<file path="src/rtl/axis_wr_arbiter_if.sv">
// Write-port bundle between per-channel write engines and one AXI master.
// The master modport is the arbiter's view; slave is the surrounding system's.
interface axis_wr_arbiter_if #(
    parameter int CHANNELS       = 4,
    parameter int AXI_ID_WIDTH   = 8,
    parameter int AXI_LEN_WIDTH  = 8,
    parameter int AXI_ADDR_WIDTH = 32,
    parameter int AXI_DATA_WIDTH = 256
);
    logic [CHANNELS*AXI_ADDR_WIDTH-1:0] s_awaddr;
    logic [CHANNELS*AXI_LEN_WIDTH-1:0]  s_awlen;
    logic [CHANNELS-1:0]                s_awvalid;
    logic [CHANNELS-1:0]                s_awready;

    logic [CHANNELS*AXI_DATA_WIDTH-1:0] s_wdata;
    logic [CHANNELS-1:0]                s_wlast;
    logic [CHANNELS-1:0]                s_wvalid;
    logic [CHANNELS-1:0]                s_wready;

    logic [1:0]                         s_bresp;
    logic [CHANNELS-1:0]                s_bvalid;
    logic [CHANNELS-1:0]                s_bready;

    logic [AXI_ID_WIDTH-1:0]            m_awid;
    logic [AXI_ADDR_WIDTH-1:0]          m_awaddr;
    logic [AXI_LEN_WIDTH-1:0]           m_awlen;
    logic                               m_awvalid;
    logic                               m_awready;

    logic [AXI_DATA_WIDTH-1:0]          m_wdata;
    logic                               m_wlast;
    logic                               m_wvalid;
    logic                               m_wready;

    logic [AXI_ID_WIDTH-1:0]            m_bid;
    logic [1:0]                         m_bresp;
    logic                               m_bvalid;
    logic                               m_bready;

    modport master (
        input  s_awaddr,
        input  s_awlen,
        input  s_awvalid,
        output s_awready,
        input  s_wdata,
        input  s_wlast,
        input  s_wvalid,
        output s_wready,
        output s_bresp,
        output s_bvalid,
        input  s_bready,
        output m_awid,
        output m_awaddr,
        output m_awlen,
        output m_awvalid,
        input  m_awready,
        output m_wdata,
        output m_wlast,
        output m_wvalid,
        input  m_wready,
        input  m_bid,
        input  m_bresp,
        input  m_bvalid,
        output m_bready
    );

    modport slave (
        output s_awaddr,
        output s_awlen,
        output s_awvalid,
        input  s_awready,
        output s_wdata,
        output s_wlast,
        output s_wvalid,
        input  s_wready,
        input  s_bresp,
        input  s_bvalid,
        output s_bready,
        input  m_awid,
        input  m_awaddr,
        input  m_awlen,
        input  m_awvalid,
        output m_awready,
        input  m_wdata,
        input  m_wlast,
        input  m_wvalid,
        output m_wready,
        output m_bid,
        output m_bresp,
        output m_bvalid,
        input  m_bready
    );
endinterface

</file>
<file path="src/rtl/axis_wr_arbiter.sv">
// Round-robin AW arbiter merging several write channels onto one AXI port.
// W beats follow grant order through an order FIFO; B is routed by BID.
module axis_wr_arbiter #(
    parameter int CHANNELS       = 4,
    parameter int ORDER_AWIDTH   = 2,
    parameter int AXI_ID_WIDTH   = 8,
    parameter int AXI_LEN_WIDTH  = 8,
    parameter int AXI_ADDR_WIDTH = 32,
    parameter int AXI_DATA_WIDTH = 256
) (
    input logic               clk,
    input logic               rst,
    axis_wr_arbiter_if.master bus
);
    localparam int CW    = $clog2(CHANNELS);
    localparam int DEPTH = 1 << ORDER_AWIDTH;
    localparam int AW    = AXI_ADDR_WIDTH;
    localparam int LW    = AXI_LEN_WIDTH;
    localparam int DW    = AXI_DATA_WIDTH;

    localparam logic [0:0] ST_IDLE  = 1'b0;
    localparam logic [0:0] ST_ISSUE = 1'b1;

    logic [0:0]            state;
    logic [CW-1:0]         rr_ptr;
    logic [CW-1:0]         sel_q;
    logic [CW-1:0]         win_idx;
    logic                  win_found;
    logic                  grant;

    logic [AXI_ID_WIDTH-1:0] awid_q;
    logic [AW-1:0]           awaddr_q;
    logic [LW-1:0]           awlen_q;
    logic                    awvalid_q;

    logic [CW-1:0]           order_mem [DEPTH];
    logic [ORDER_AWIDTH:0]   wr_ptr;
    logic [ORDER_AWIDTH:0]   rd_ptr;
    logic                    fifo_empty;
    logic                    fifo_full;
    logic                    push;
    logic                    pop;
    logic [CW-1:0]           head;
    logic                    w_valid;

    // Channel index base+k, wrapping at CHANNELS (need not be a power of two).
    function automatic logic [CW-1:0] ch_at(input logic [CW-1:0] base,
                                            input int k);
        int j;
        j = int'(base) + k;
        if (j >= CHANNELS) j = j - CHANNELS;
        return CW'(j);
    endfunction

    // First requester at or after rr_ptr, searching upward with wrap.
    always_comb begin
        win_idx   = '0;
        win_found = 1'b0;
        for (int k = 0; k < CHANNELS; k++) begin
            if (!win_found && bus.s_awvalid[ch_at(rr_ptr, k)]) begin
                win_found = 1'b1;
                win_idx   = ch_at(rr_ptr, k);
            end
        end
    end

    assign grant = (state == ST_IDLE) && win_found && !fifo_full;

    // One-hot grant pulse, only in the cycle the request is taken in IDLE.
    always_comb begin
        bus.s_awready = '0;
        if (grant) bus.s_awready[win_idx] = 1'b1;
    end

    // AW state machine: latch winner in IDLE, hold it until m_awready.
    always_ff @(posedge clk or posedge rst) begin
        if (rst) begin
            state     <= ST_IDLE;
            rr_ptr    <= '0;
            sel_q     <= '0;
            awid_q    <= '0;
            awaddr_q  <= '0;
            awlen_q   <= '0;
            awvalid_q <= 1'b0;
        end else begin
            unique case (state)
                ST_IDLE: begin
                    if (grant) begin
                        state     <= ST_ISSUE;
                        sel_q     <= win_idx;
                        awid_q    <= AXI_ID_WIDTH'(win_idx);
                        awaddr_q  <= bus.s_awaddr[win_idx*AW +: AW];
                        awlen_q   <= bus.s_awlen[win_idx*LW +: LW];
                        awvalid_q <= 1'b1;
                    end
                end
                ST_ISSUE: begin
                    if (bus.m_awready) begin
                        state     <= ST_IDLE;
                        awvalid_q <= 1'b0;
                        rr_ptr    <= ch_at(sel_q, 1);
                    end
                end
            endcase
        end
    end

    assign bus.m_awid    = awid_q;
    assign bus.m_awaddr  = awaddr_q;
    assign bus.m_awlen   = awlen_q;
    assign bus.m_awvalid = awvalid_q;

    // Order FIFO: the extra pointer bit tells full from empty.
    assign push       = (state == ST_ISSUE) && bus.m_awready;
    assign pop        = w_valid && bus.m_wready && bus.s_wlast[head];
    assign fifo_empty = (wr_ptr == rd_ptr);
    assign fifo_full  = (wr_ptr[ORDER_AWIDTH] != rd_ptr[ORDER_AWIDTH]) &&
        (wr_ptr[ORDER_AWIDTH-1:0] == rd_ptr[ORDER_AWIDTH-1:0]);
    assign head       = order_mem[rd_ptr[ORDER_AWIDTH-1:0]];

    // Storage needs no reset; emptiness is carried by the pointers alone.
    always_ff @(posedge clk) begin
        if (push) order_mem[wr_ptr[ORDER_AWIDTH-1:0]] <= sel_q;
    end

    // FIFO pointers; a push and pop in one cycle leave the count unchanged.
    always_ff @(posedge clk or posedge rst) begin
        if (rst) begin
            wr_ptr <= '0;
            rd_ptr <= '0;
        end else begin
            if (push) wr_ptr <= wr_ptr + 1'b1;
            if (pop)  rd_ptr <= rd_ptr + 1'b1;
        end
    end

    assign w_valid      = !fifo_empty && bus.s_wvalid[head];
    assign bus.m_wvalid = w_valid;
    assign bus.m_wdata  = bus.s_wdata[head*DW +: DW];
    assign bus.m_wlast  = bus.s_wlast[head];

    // Only the channel at the FIFO head may see m_wready.
    always_comb begin
        bus.s_wready = '0;
        if (!fifo_empty && bus.m_wready) bus.s_wready[head] = 1'b1;
    end

    // Route B back by BID; unknown IDs are acknowledged and dropped.
    always_comb begin
        bus.s_bvalid = '0;
        for (int i = 0; i < CHANNELS; i++) begin
            bus.s_bvalid[i] = bus.m_bvalid &&
                (bus.m_bid == AXI_ID_WIDTH'(i));
        end
    end

    assign bus.s_bresp  = bus.m_bresp;
    assign bus.m_bready =
        ({1'b0, bus.m_bid} < (AXI_ID_WIDTH+1)'(CHANNELS)) ?
        bus.s_bready[bus.m_bid[CW-1:0]] : 1'b1;

endmodule

</file>
<file path="src/flat_wrapper.sv">
// flat-port wrapper written by rule: the top's interface ports become plain ports
module axis_wr_arbiter_flat 
#(
    parameter int CHANNELS       = 4,
    parameter int ORDER_AWIDTH   = 2,
    parameter int AXI_ID_WIDTH   = 8,
    parameter int AXI_LEN_WIDTH  = 8,
    parameter int AXI_ADDR_WIDTH = 32,
    parameter int AXI_DATA_WIDTH = 256
)
  (clk, rst, bus_s_awaddr, bus_s_awlen, bus_s_awvalid, bus_s_awready, bus_s_wdata, bus_s_wlast, bus_s_wvalid, bus_s_wready, bus_s_bresp, bus_s_bvalid, bus_s_bready, bus_m_awid, bus_m_awaddr, bus_m_awlen, bus_m_awvalid, bus_m_awready, bus_m_wdata, bus_m_wlast, bus_m_wvalid, bus_m_wready, bus_m_bid, bus_m_bresp, bus_m_bvalid, bus_m_bready);
  axis_wr_arbiter_if #(.CHANNELS(CHANNELS), .AXI_ID_WIDTH(AXI_ID_WIDTH), .AXI_LEN_WIDTH(AXI_LEN_WIDTH), .AXI_ADDR_WIDTH(AXI_ADDR_WIDTH), .AXI_DATA_WIDTH(AXI_DATA_WIDTH)) bus_i ();
  input logic clk;
  input logic rst;
  input wire logic [$bits(bus_i.s_awaddr)-1:0] bus_s_awaddr;
  input wire logic [$bits(bus_i.s_awlen)-1:0] bus_s_awlen;
  input wire logic [$bits(bus_i.s_awvalid)-1:0] bus_s_awvalid;
  output wire logic [$bits(bus_i.s_awready)-1:0] bus_s_awready;
  input wire logic [$bits(bus_i.s_wdata)-1:0] bus_s_wdata;
  input wire logic [$bits(bus_i.s_wlast)-1:0] bus_s_wlast;
  input wire logic [$bits(bus_i.s_wvalid)-1:0] bus_s_wvalid;
  output wire logic [$bits(bus_i.s_wready)-1:0] bus_s_wready;
  output wire logic [$bits(bus_i.s_bresp)-1:0] bus_s_bresp;
  output wire logic [$bits(bus_i.s_bvalid)-1:0] bus_s_bvalid;
  input wire logic [$bits(bus_i.s_bready)-1:0] bus_s_bready;
  output wire logic [$bits(bus_i.m_awid)-1:0] bus_m_awid;
  output wire logic [$bits(bus_i.m_awaddr)-1:0] bus_m_awaddr;
  output wire logic [$bits(bus_i.m_awlen)-1:0] bus_m_awlen;
  output wire logic [$bits(bus_i.m_awvalid)-1:0] bus_m_awvalid;
  input wire logic [$bits(bus_i.m_awready)-1:0] bus_m_awready;
  output wire logic [$bits(bus_i.m_wdata)-1:0] bus_m_wdata;
  output wire logic [$bits(bus_i.m_wlast)-1:0] bus_m_wlast;
  output wire logic [$bits(bus_i.m_wvalid)-1:0] bus_m_wvalid;
  input wire logic [$bits(bus_i.m_wready)-1:0] bus_m_wready;
  input wire logic [$bits(bus_i.m_bid)-1:0] bus_m_bid;
  input wire logic [$bits(bus_i.m_bresp)-1:0] bus_m_bresp;
  input wire logic [$bits(bus_i.m_bvalid)-1:0] bus_m_bvalid;
  output wire logic [$bits(bus_i.m_bready)-1:0] bus_m_bready;
  assign bus_i.s_awaddr = bus_s_awaddr;
  assign bus_i.s_awlen = bus_s_awlen;
  assign bus_i.s_awvalid = bus_s_awvalid;
  assign bus_s_awready = bus_i.s_awready;
  assign bus_i.s_wdata = bus_s_wdata;
  assign bus_i.s_wlast = bus_s_wlast;
  assign bus_i.s_wvalid = bus_s_wvalid;
  assign bus_s_wready = bus_i.s_wready;
  assign bus_s_bresp = bus_i.s_bresp;
  assign bus_s_bvalid = bus_i.s_bvalid;
  assign bus_i.s_bready = bus_s_bready;
  assign bus_m_awid = bus_i.m_awid;
  assign bus_m_awaddr = bus_i.m_awaddr;
  assign bus_m_awlen = bus_i.m_awlen;
  assign bus_m_awvalid = bus_i.m_awvalid;
  assign bus_i.m_awready = bus_m_awready;
  assign bus_m_wdata = bus_i.m_wdata;
  assign bus_m_wlast = bus_i.m_wlast;
  assign bus_m_wvalid = bus_i.m_wvalid;
  assign bus_i.m_wready = bus_m_wready;
  assign bus_i.m_bid = bus_m_bid;
  assign bus_i.m_bresp = bus_m_bresp;
  assign bus_i.m_bvalid = bus_m_bvalid;
  assign bus_m_bready = bus_i.m_bready;
  axis_wr_arbiter #(.CHANNELS(CHANNELS), .ORDER_AWIDTH(ORDER_AWIDTH), .AXI_ID_WIDTH(AXI_ID_WIDTH), .AXI_LEN_WIDTH(AXI_LEN_WIDTH), .AXI_ADDR_WIDTH(AXI_ADDR_WIDTH), .AXI_DATA_WIDTH(AXI_DATA_WIDTH)) u_core (.clk(clk), .rst(rst), .bus(bus_i));
endmodule
</file>
<file path="config.mk">
export PLATFORM = sky130hd
export DESIGN_NAME = axis_wr_arbiter_flat
export DESIGN_NICKNAME = d
export VERILOG_FILES = /design/src/rtl/axis_wr_arbiter_if.sv /design/src/rtl/axis_wr_arbiter.sv /design/src/flat_wrapper.sv
export SDC_FILE = /design/constraint.sdc
export NUM_CORES = 1
export LEC_CHECK = 0
export ABC_AREA = 1
export BUFFER_PORTS_ARGS = -buffer_cell sky130_fd_sc_hd__buf_2
export CAP_MARGIN = 20
export CORE_AREA = 5 5 587 589
export DETAILED_ROUTE_END_ITERATION = 10
export DIE_AREA = 0 0 592 594
export PLACE_DENSITY = 0.3
export SLEW_MARGIN = 15
export SYNTH_ARGS = -nofsm -noshare
export SYNTH_HDL_FRONTEND = slang
export SYNTH_SLANG_ARGS = --single-unit
</file>
<file path="constraint.sdc">
create_clock -name clk -period 2.21 [get_ports clk]
set_input_delay 0.3315 -clock clk [delete_from_list [all_inputs] [get_ports clk]]
set_output_delay 0.3315 -clock clk [all_outputs]
set_load 0.01 [all_outputs]
</file>
==> impl_metrics.toml <==
[global_route]
grt_pass1_vias = 23136
grt_max_degree = 52
met2_usage = 0.285
track_usage = 0.161
grt-ovfl-total = 0
grtUsageMet1 = 0.180
grt_pass1_wl_um = 346000
grt_use_met3 = 0.0614
antenna_found_initial = 409
busiest_layer = "met2"

[timing]
finalHoldViolations = 0
fmax_mhz = 339
finalMaxSlewViolations = 0
rsz0062_at_grt = "yes"
setup_viol = 309
clock_skew_ps = 28.5
timing.hold.ws_ps = 127
finalCriticalPeriod_ps = 2950
fin_ws_ps = -739
finalCritPeriodShare = 1.33

[worst_setup_path]
crit_required_ps = 1880
cp-start-kind = "flop"
reg2reg_to = "u_core.bus.m_awaddr[2]"
reg2reg_slack_ps = -470
worstSetupStartpoint = "u_core.rd_ptr[0]"
r2r_start = "u_core.rr_ptr[0]"
worst-endpoint-arrival_ps = 2620
end_kind = "output pin"
critPathMaxFanout = 8
path_class = "flop to output pin"
worstRegToRegCells = 21

[floorplan]
dieArea_um2 = 352000
core_area_um2 = 339000
rows = 214
die_h_um = 594
die_w_um = 592
ioPinCount = 1537
start_util = 0.0298

[pwr]
cellPowerDensity_nw_per_um2 = 2290
p_leak_nw = 15.1
peakVddDrop_v = 0.000712

[layout]
regArea_um2 = 1550
fill_cells = 40042
drive_gt1_frac = 0.668
multi_input_comb_area_um2 = 9800
fin_nets = 4848
fin_area_um2 = 32900
areaGrowthSynthToFinish_pct = 226

[worst_hold_path]
min_to = "u_core.state"
hold_depth = 2
hold_path.class = "input port to flop"
hp-start = "bus_m_awready"

[routing]
post_drt_wl_per_cell_um = 36.2
vias = 24052
totalWireLength_um = 301000
first_iter_violations = 1802
ant_nets = 0
route.detailed.drc = 0
drt_first_pass_iters = 5
routed_via_density = 2.90

[logic_synthesis]
synth_edf_count = 8
async_flop_share = 0.867
synth_top_cells_by_area = "nand2_1 33%, a22oi_1 26%, dfrtp_1 13%"
synth_top_area_share = 0.327
syn_inst = 1803
yosys_register_bits = 60
synth_cell_types = 34
syn_area_um2 = 10100
synth_commonest_cells = "880 x nand2_1, 354 x a22oi_1, 251 x nand3_1"
synth.most_common_cell = "nand2_1"
yosysWarnings = 0
syn_avg_cell_area_um2 = 5.60
ys_seq_area_frac = 0.153
ys.flop_type = "dfrtp_1"
yosysTopAreaCell = "nand2_1"

[clocking]
clk_pin_slew_ps = 90
insertion_delay_ps = 420
clockBufferDepth = 2
htree_levels = 3
root_buffer = "clkbuf_16"
cts.sinks = 60
cts_tree = "yes"
cts_buffers = 9

[flow_run]
drv_cap = 0

[placement]
pre_cts_ws_ps = -945
portBuffers = 1526
gp_congestion = 1.01
place_hpwl_um = 270000
placed_area_um2 = 26500

[run_status]
outcome = "complete, but fails checks"
violations = "setup timing"
-- repair_timing --
| action | CTS | global route |
|---|---|---|
| gates cloned | 30 | 14 |
| pin swaps | 92 | 85 |
| buffers inserted | 70 | 48 |
| hold endpoints to repair | 12 | 0 |
| endpoints found under the setup margin | 309 | 311 |
| hold buffers | 1 | 0 |
| gates resized for setup | 586 | 320 |
-- flip-flops by register name, indices dropped and copies added (netlist names) --
register	cells
u_core.bus.m_awvalid	1
u_core.sel_q	2
u_core.state	1
u_core.rr_ptr	2
u_core.rd_ptr	3
u_core.wr_ptr	3
u_core.bus.m_awaddr	32
u_core.order_mem	8
u_core.bus.m_awlen	8
-- report_power, final --
group	switching, mW	leakage [nW]	internal, mW
Combinational	41.1	14.3	30.4
Sequential	0.348	0.717	1.67
Clock	0.806	0.148	0.889
Total	42.3	15.1	33.0
-- routing by layer --
metal / routed length [um] / vias up
li1: - / 10103
met3: 29500 / 673
met1: 112000 / 11264
met2: 148000 / 1802
met4: 10100 / 210
met5: 1430 / -
-- through the flow --
stage / util / instances / power [mW] / setup TNS (ps)
6_report: 0.0971 / 8302 / 75.3 / -166750
4_1_cts: 0.0907 / 8119 / 72.8 / -192240
5_1_grt: 0.0968 / 8260 / 79.2 / -209060
3_5_place_dp: 0.0784 / 8007 / 58.2 / -119650
3_3_place_gp: 0.0784 / 8007 / 58.4 / -119470
2_1_floorplan: - / 1808 / 19.7 / 0
-- worst max-delay path by stage --
stage,depth (start not counted),end,slack [ps]
floorplan,12,bus_s_awready[0],90
global placement,12,bus_m_wvalid,-950
detailed placement,12,bus_m_wvalid,-950
CTS,12,bus_m_wlast,-770
global route,13,bus_m_wdata[198],-820
finish,12,bus_m_wdata[14],-740
-- logic make-up (layout without fill, tap and decap cells) --
kind of cell | Yosys count | count (layout) | share of synthesized area
muxes | 1 | 1 | 0.000992
other | 1 | 139 | 0.000372
and+or+nand+nor | 1169 | 1169 | 0.472
AOI/OAI and AO/OA | 368 | 368 | 0.271
xor gates and xnor gates | 6 | 6 | 0.00521
buffers and inverters | 193 | 2018 | 0.0911
DFF | 60 | 60 | 0.153
adders and majority gates | 5 | 5 | 0.00620
-- worst max-delay path: stages, from the launching register on --
cell	delay, ps
dfrtp_2	470
nand2_1	110
nand3_2	100
nand2_4	130
buf_6	130
nor2_4	50
buf_12	140
buf_16	170
buf_12	170
buf_4	150
a22oi_2	230
nand3_2	170
buf_6	170
-- cell type report --
| type | instances | share of cell area |
|---|---|---|
| clock buffers | 9 | 0.00685 |
| inverters | 29 | 0.00396 |
| diodes | 133 | 0.0101 |
| flip-flops and latches | 60 | 0.0470 |
| multi-input cells | 1555 | 0.298 |
| clock inverters | 7 | 0.00236 |
| repair buffers | 1973 | 0.459 |
| well taps | 4536 | 0.173 |
-- placed cells by master, fill, tap and decap left out, drive strengths merged --
| master | synthesis | final |
|---|---|---|
| a21boi | 1 | 1 |
| a21oi | 2 | 2 |
| a22oi | 354 | 354 |
| buf | 115 | 1950 |
| bufbuf | 0 | 4 |
| bufinv | 0 | 1 |
| clkbuf | 49 | 27 |
| clkinv | 1 | 3 |
| clkinvlp | 0 | 1 |
| conb | 1 | 6 |
| dfrtp | 52 | 52 |
| diode | 0 | 133 |
| dlygate4sd3 | 0 | 1 |
| edfxtp | 8 | 8 |
| ha | 5 | 5 |
| inv | 28 | 31 |
| mux2i | 1 | 1 |
| nand2 | 884 | 884 |
| nand3 | 253 | 253 |
| nand3b | 1 | 1 |
| nand4 | 2 | 2 |
| nor2 | 14 | 14 |
| nor3 | 13 | 13 |
| o2111ai | 1 | 1 |
| o21ai | 10 | 10 |
| or2 | 1 | 1 |
| or4 | 1 | 1 |
| xnor2 | 2 | 2 |
| xor2 | 4 | 4 |
Power figures use the tool's default switching activity.
